**config.mk**
```make
export PLATFORM = sky130hd
export DESIGN_NAME = caf_peak_search
export DESIGN_NICKNAME = d
export VERILOG_FILES = /design/src/rtl/caf_peak_search.sv
export SDC_FILE = /design/constraint.sdc
export NUM_CORES = 2
export LEC_CHECK = 0
export ABC_AREA = 1
export CORE_UTILIZATION = 55
export DETAILED_ROUTE_END_ITERATION = 12
export PLACE_DENSITY = 0.77
export SYNTH_ARGS = -nofsm -noshare
export SYNTH_HDL_FRONTEND = slang
export SYNTH_SLANG_ARGS = --single-unit
```
**constraint.sdc**
```tcl
create_clock -name clk -period 6.8 [get_ports clk]
set_input_delay 1.02 -clock clk [delete_from_list [all_inputs] [get_ports clk]]
set_output_delay 1.02 -clock clk [all_outputs]
set_load 0.05 [all_outputs]
```
**src/rtl/caf_peak_search.sv**
```systemverilog
// Framed streaming arg-max over |x|^2 of complex I/Q samples; one thresholded
// peak/index result per runtime-sized frame, valid/ready with full backpressure.
module caf_peak_search #(
  parameter int IQ_BITS      = 16,
  parameter int INDEX_BITS   = 10,
  parameter int OUT_MAX_BITS = 2*IQ_BITS
) (
  input  logic                           clk,
  input  logic                           rst_n,
  input  logic signed [IQ_BITS-1:0]      xi,
  input  logic signed [IQ_BITS-1:0]      xq,
  input  logic                           m_axis_tvalid,
  output logic                           s_axis_tready,
  input  logic [INDEX_BITS-1:0]          frame_len_m1,
  input  logic [OUT_MAX_BITS-1:0]        threshold,
  output logic [OUT_MAX_BITS-1:0]        out_max,
  output logic [INDEX_BITS-1:0]          index,
  output logic                           above,
  output logic                           s_axis_tvalid,
  input  logic                           m_axis_tready
);

  logic                     ready_en_q;

  logic [INDEX_BITS-1:0]    cnt_q, cnt_d;
  logic [INDEX_BITS-1:0]    len_q, len_d;

  logic                     s1_valid_q, s1_valid_d;
  logic                     s1_last_q, s1_last_d;
  logic [OUT_MAX_BITS-1:0]  s1_mag_q, s1_mag_d;
  logic [INDEX_BITS-1:0]    s1_idx_q, s1_idx_d;

  logic [OUT_MAX_BITS-1:0]  acc_max_q, acc_max_d;
  logic [INDEX_BITS-1:0]    acc_idx_q, acc_idx_d;

  logic                     out_valid_q, out_valid_d;
  logic [OUT_MAX_BITS-1:0]  out_max_q, out_max_d;
  logic [INDEX_BITS-1:0]    out_idx_q, out_idx_d;
  logic                     out_above_q, out_above_d;

  logic signed [OUT_MAX_BITS-1:0] xi_ext, xq_ext, sq_i, sq_q;
  logic [OUT_MAX_BITS-1:0]  mag;
  logic [INDEX_BITS-1:0]    eff_len;
  logic                     cur_last;
  logic                     stall, accept, s1_take, load, take_new;
  logic [OUT_MAX_BITS-1:0]  cmp_max;
  logic [INDEX_BITS-1:0]    cmp_idx;

  // Sign-extend before squaring so the full-scale negative square cannot wrap.
  assign xi_ext = {{IQ_BITS{xi[IQ_BITS-1]}}, xi};
  assign xq_ext = {{IQ_BITS{xq[IQ_BITS-1]}}, xq};
  assign sq_i   = xi_ext * xi_ext;
  assign sq_q   = xq_ext * xq_ext;
  assign mag    = $unsigned(sq_i) + $unsigned(sq_q);

  assign stall         = s1_valid_q && s1_last_q && out_valid_q && !m_axis_tready;
  assign s_axis_tready = ready_en_q && !stall;
  assign accept        = m_axis_tvalid && s_axis_tready;

  // The frame length in force is the live input only for the index-0 sample.
  assign eff_len  = (cnt_q == '0) ? frame_len_m1 : len_q;
  assign cur_last = (cnt_q == eff_len);

  assign s1_take  = s1_valid_q && !stall;
  assign take_new = (s1_idx_q == '0) || (s1_mag_q > acc_max_q);
  assign cmp_max  = take_new ? s1_mag_q : acc_max_q;
  assign cmp_idx  = take_new ? s1_idx_q : acc_idx_q;
  assign load     = s1_take && s1_last_q;

  always_comb begin
    cnt_d       = cnt_q;
    len_d       = len_q;
    s1_valid_d  = s1_valid_q;
    s1_last_d   = s1_last_q;
    s1_mag_d    = s1_mag_q;
    s1_idx_d    = s1_idx_q;
    acc_max_d   = acc_max_q;
    acc_idx_d   = acc_idx_q;
    out_valid_d = out_valid_q;
    out_max_d   = out_max_q;
    out_idx_d   = out_idx_q;
    out_above_d = out_above_q;

    if (accept) begin
      cnt_d      = cur_last ? '0 : cnt_q + INDEX_BITS'(1);
      if (cnt_q == '0) len_d = frame_len_m1;
      s1_valid_d = 1'b1;
      s1_last_d  = cur_last;
      s1_mag_d   = mag;
      s1_idx_d   = cnt_q;
    end else if (!stall) begin
      s1_valid_d = 1'b0;
    end

    if (s1_take) begin
      acc_max_d = cmp_max;
      acc_idx_d = cmp_idx;
    end

    if (out_valid_q && m_axis_tready) out_valid_d = 1'b0;

    if (load) begin
      out_valid_d = 1'b1;
      out_max_d   = cmp_max;
      out_idx_d   = cmp_idx;
      out_above_d = (cmp_max >= threshold);
    end
  end

  always_ff @(posedge clk or negedge rst_n) begin
    if (!rst_n) begin
      ready_en_q  <= 1'b0;
      cnt_q       <= '0;
      len_q       <= '0;
      s1_valid_q  <= 1'b0;
      s1_last_q   <= 1'b0;
      s1_mag_q    <= '0;
      s1_idx_q    <= '0;
      acc_max_q   <= '0;
      acc_idx_q   <= '0;
      out_valid_q <= 1'b0;
      out_max_q   <= '0;
      out_idx_q   <= '0;
      out_above_q <= 1'b0;
    end else begin
      ready_en_q  <= 1'b1;
      cnt_q       <= cnt_d;
      len_q       <= len_d;
      s1_valid_q  <= s1_valid_d;
      s1_last_q   <= s1_last_d;
      s1_mag_q    <= s1_mag_d;
      s1_idx_q    <= s1_idx_d;
      acc_max_q   <= acc_max_d;
      acc_idx_q   <= acc_idx_d;
      out_valid_q <= out_valid_d;
      out_max_q   <= out_max_d;
      out_idx_q   <= out_idx_d;
      out_above_q <= out_above_d;
    end
  end

  assign s_axis_tvalid = out_valid_q;
  assign out_max       = out_max_q;
  assign index         = out_idx_q;
  assign above         = out_above_q;

endmodule

```
==> reports/metrics.cfg <==
[setup_path]
cp_max_fo = 5
r2r_slack_ns = 2.82
path_class = primary input to flop
cp-start-kind = primary input
arrival_ns = 7.44
endpoint_kind = flop
cp.required_ns = 7.12

[hold_path]
hold_class = flop to flop

[placement]
dp_hpwl_mm = 56.1
io_buffers = 122
gp_congestion = 0.957

[yosys]
synth_seq_cells = 151
syn-num-nets = 4122
synth_area_sq_um = 27000
yosysSeqAreaShare = 0.140
yosysUniqueCellTypes = 40
syn_avg_cell_area_sq_um = 8.15
syn-instance-count = 3310
ys_warn_count = 0

[floorplanning]
rows = 80
die_width_um = 223
initial_utilization = 0.561
design.core.area_sq_um = 48000
boundaryPins = 123
die-area_sq_um = 49900
fp.dieH_um = 223

[clock_tree]
numCtsBuffers = 17
cts.sinks = 151
cts_tree = built
clk_pin_slew_ns = 0.07
h-tree-depth = 4
clock_latency_ns = 0.43
cts_buffer_depth = 2
cts_root_buf = clkbuf_16
cts_hold_buf = 0

[cells_and_area]
drive_above_1_share = 0.236
syn_to_final_growth_pct = 28.6
fillers = 3159
nets = 4590

[timing]
finalCriticalPeriod_ns = 7.12
relSlewSlack = 0.367
hold_ws_ns = 0.477
final_hold_viol_count = 0
setup_viol = 22
clock_skew_ns = 0.0127
maxSlewViolCount = 0
worst_pin_slew_ns = 0.949
fmax_mhz = 140
grt_setup_unrepaired = yes
post-route-period-util = 1.05
fin_ws_ns = -0.325

[global_routing]
grt_first_pass_wirelength_mm = 122
grt_overflow = 0
antenna_found_initial = 2
grt_max_degree = 105
grt_pass1_vias = 24300
grt_usage = 0.309

[detailed_routing]
drc_errors = 0
wl_per_cell_um = 18.3
wirelength_mm = 80.8
viasPerCell = 5.33
drt_iter0_drc = 2276
vias = 23500
drt_pass1_iterations = 9
ant_nets = 0

[outcome]
status = finished, violations left
violations = setup timing

[job]
drv_cap = 0

==> path summary, 6_finish.rpt <==
check | from | endpoint | depth (start not counted)
setup / recovery | xq[8] | s1_mag_q[16] | 26
hold / removal | out_max[14] | out_max[14] | 2
setup reg to reg | s1_mag_q[31] | above | 19
hold reg to reg | out_max[14] | out_max[14] | 2
max in group asynchronous | rst_n | s1_valid_q | 2
min in group asynchronous | rst_n | out_max[14] | 1
==> critical path: stages <==
cell and delay, ns:
buf_2 0.11, buf_12 0.15, buf_6 0.13, nand2_2 0.08, inv_2 0.05, fa_1 0.53, inv_2 0.06, fa_1 0.48
fa_1 0.53, inv_2 0.04, fa_1 0.55, inv_2 0.04, fa_1 0.53, fa_1 0.44, fa_1 0.48, fa_1 0.57
inv_2 0.09, ha_4 0.31, a21oi_4 0.23, buf_6 0.15, nand3_4 0.10, a21oi_4 0.20, o21bai_1 0.10, or2_2 0.28
nand3_1 0.10, nand2_1 0.06
==> synth_stat cells <==
cell type	number	area, sq um
nor2_2	5	31.3
nor2_4	1	11.3
buf_1	5	18.8
nand2_4	1	11.3
a31oi_1	2	12.5
xor2_1	23	201
a21oi_1	61	305
a31o_2	1	8.76
a21o_1	4	30.0
nand4_4	1	21.3
o21a_1	3	22.5
nand2_2	3	18.8
nor3b_1	1	7.51
or2_2	17	106
clkinv_1	3	11.3
o211ai_1	4	30.0
xnor2_1	14	123
o21ai_1	1	5.00
clkbuf_1	91	342
o22ai_1	3	18.8
o21bai_1	6	45.0
nand3_1	196	981
fa_1	526	10500
nor2_1	88	330
nor4_1	3	18.8
buf_2	10	50.1
inv_1	961	3610
a21boi_0	1	7.51
ha_1	208	2600
nand4_1	13	81.3
conb_1	2	7.51
nand3b_1	1	7.51
a21oi_2	1	8.76
o31ai_1	1	7.51
o21ai_0	66	330
dfrtp_1	151	3780
nor2_8	1	20.0
and2_1	32	200
nor3_1	13	65.1
nand2_1	786	2950
==> final cells by class <==
| cell class | instances | area [sq um] | area share |
|---|---|---|---|
| Timing Repair Buffer | 555 | 5130 | 0.148 |
| Multi-Input combinational cell | 2089 | 20700 | 0.598 |
| Clock buffer | 19 | 453 | 0.0131 |
| Sequential cell | 151 | 3780 | 0.109 |
| Antenna cell | 2 | 5.00 | 0.000144 |
| Inverter | 964 | 3640 | 0.105 |
| Tap cell | 615 | 769 | 0.0222 |
| Clock inverter | 13 | 183 | 0.00527 |
==> stage by stage <==
stage          setup slack [ns]  cell area, sq um  std cells  utilization  setup TNS [ns]
2_1_floorplan            -0.517             27600       3310            -           -4.51
3_3_place_gp              -1.05             31600       4261        0.658          -19.84
3_5_place_dp              -1.12             31600       4261        0.658          -21.57
4_1_cts                  -0.201             33900       4388        0.706           -1.49
5_1_grt                  -0.569             34700       4408        0.722           -8.01
6_report                 -0.325             34700       4408        0.722           -4.49
==> flip-flops by register name (all words and copies together) (netlist names) <==
| signal | count |
|---|---|
| acc_max_q | 32 |
| out_max | 32 |
| s1_mag_q | 32 |
| acc_idx_q | 10 |
| cnt_q | 10 |
| index | 10 |
| len_q | 10 |
| s1_idx_q | 10 |
| above | 1 |
| ready_en_q | 1 |
| s1_last_q | 1 |
| s1_valid_q | 1 |
| s_axis_tvalid | 1 |
==> per-layer routing <==
layer	global-route usage	up-vias	wire length, um
met2	0.542	1253	39300
met3	0.0338	401	6400
met5	0	-	0
li1	-	10500	-
met4	0.134	0	5410
met1	0.388	11300	29600
==> cells in the final DEF, fill, tap and decap left out, types with 52 or more instances in the layout <==
| cell | n |
|---|---|
| ha_1 | 182 |
| clkdlybuf4s50_1 | 89 |
| buf_4 | 349 |
| dfrtp_1 | 151 |
| nor2_1 | 57 |
| buf_6 | 52 |
| inv_1 | 858 |
| nand2_2 | 67 |
| inv_2 | 95 |
| fa_1 | 486 |
| nand2_1 | 686 |
| nand3_1 | 182 |
==> repair_timing <==
item	4_1_cts	5_1_grt
resized for setup	364	252
endpoints found under the hold margin	0	0
gates cloned	7	1
endpoints found under the setup margin	22	22
pin swaps	186	153
setup buffers	88	20
==> cell families after synthesis <==
| family | after synthesis | share of synthesized area |
|---|---|---|
| compound gates | 154 | 0.0309 |
| xor+xnor | 37 | 0.0120 |
| fa+ha+maj | 734 | 0.487 |
| buf+inv | 1070 | 0.149 |
| flops | 151 | 0.140 |
| other cells | 2 | 0.000279 |
| simple gates | 1162 | 0.180 |
Power is left out: the tool's default activity adds up to more than one toggle a clock period on the data nets, which glitch-free logic cannot reach.
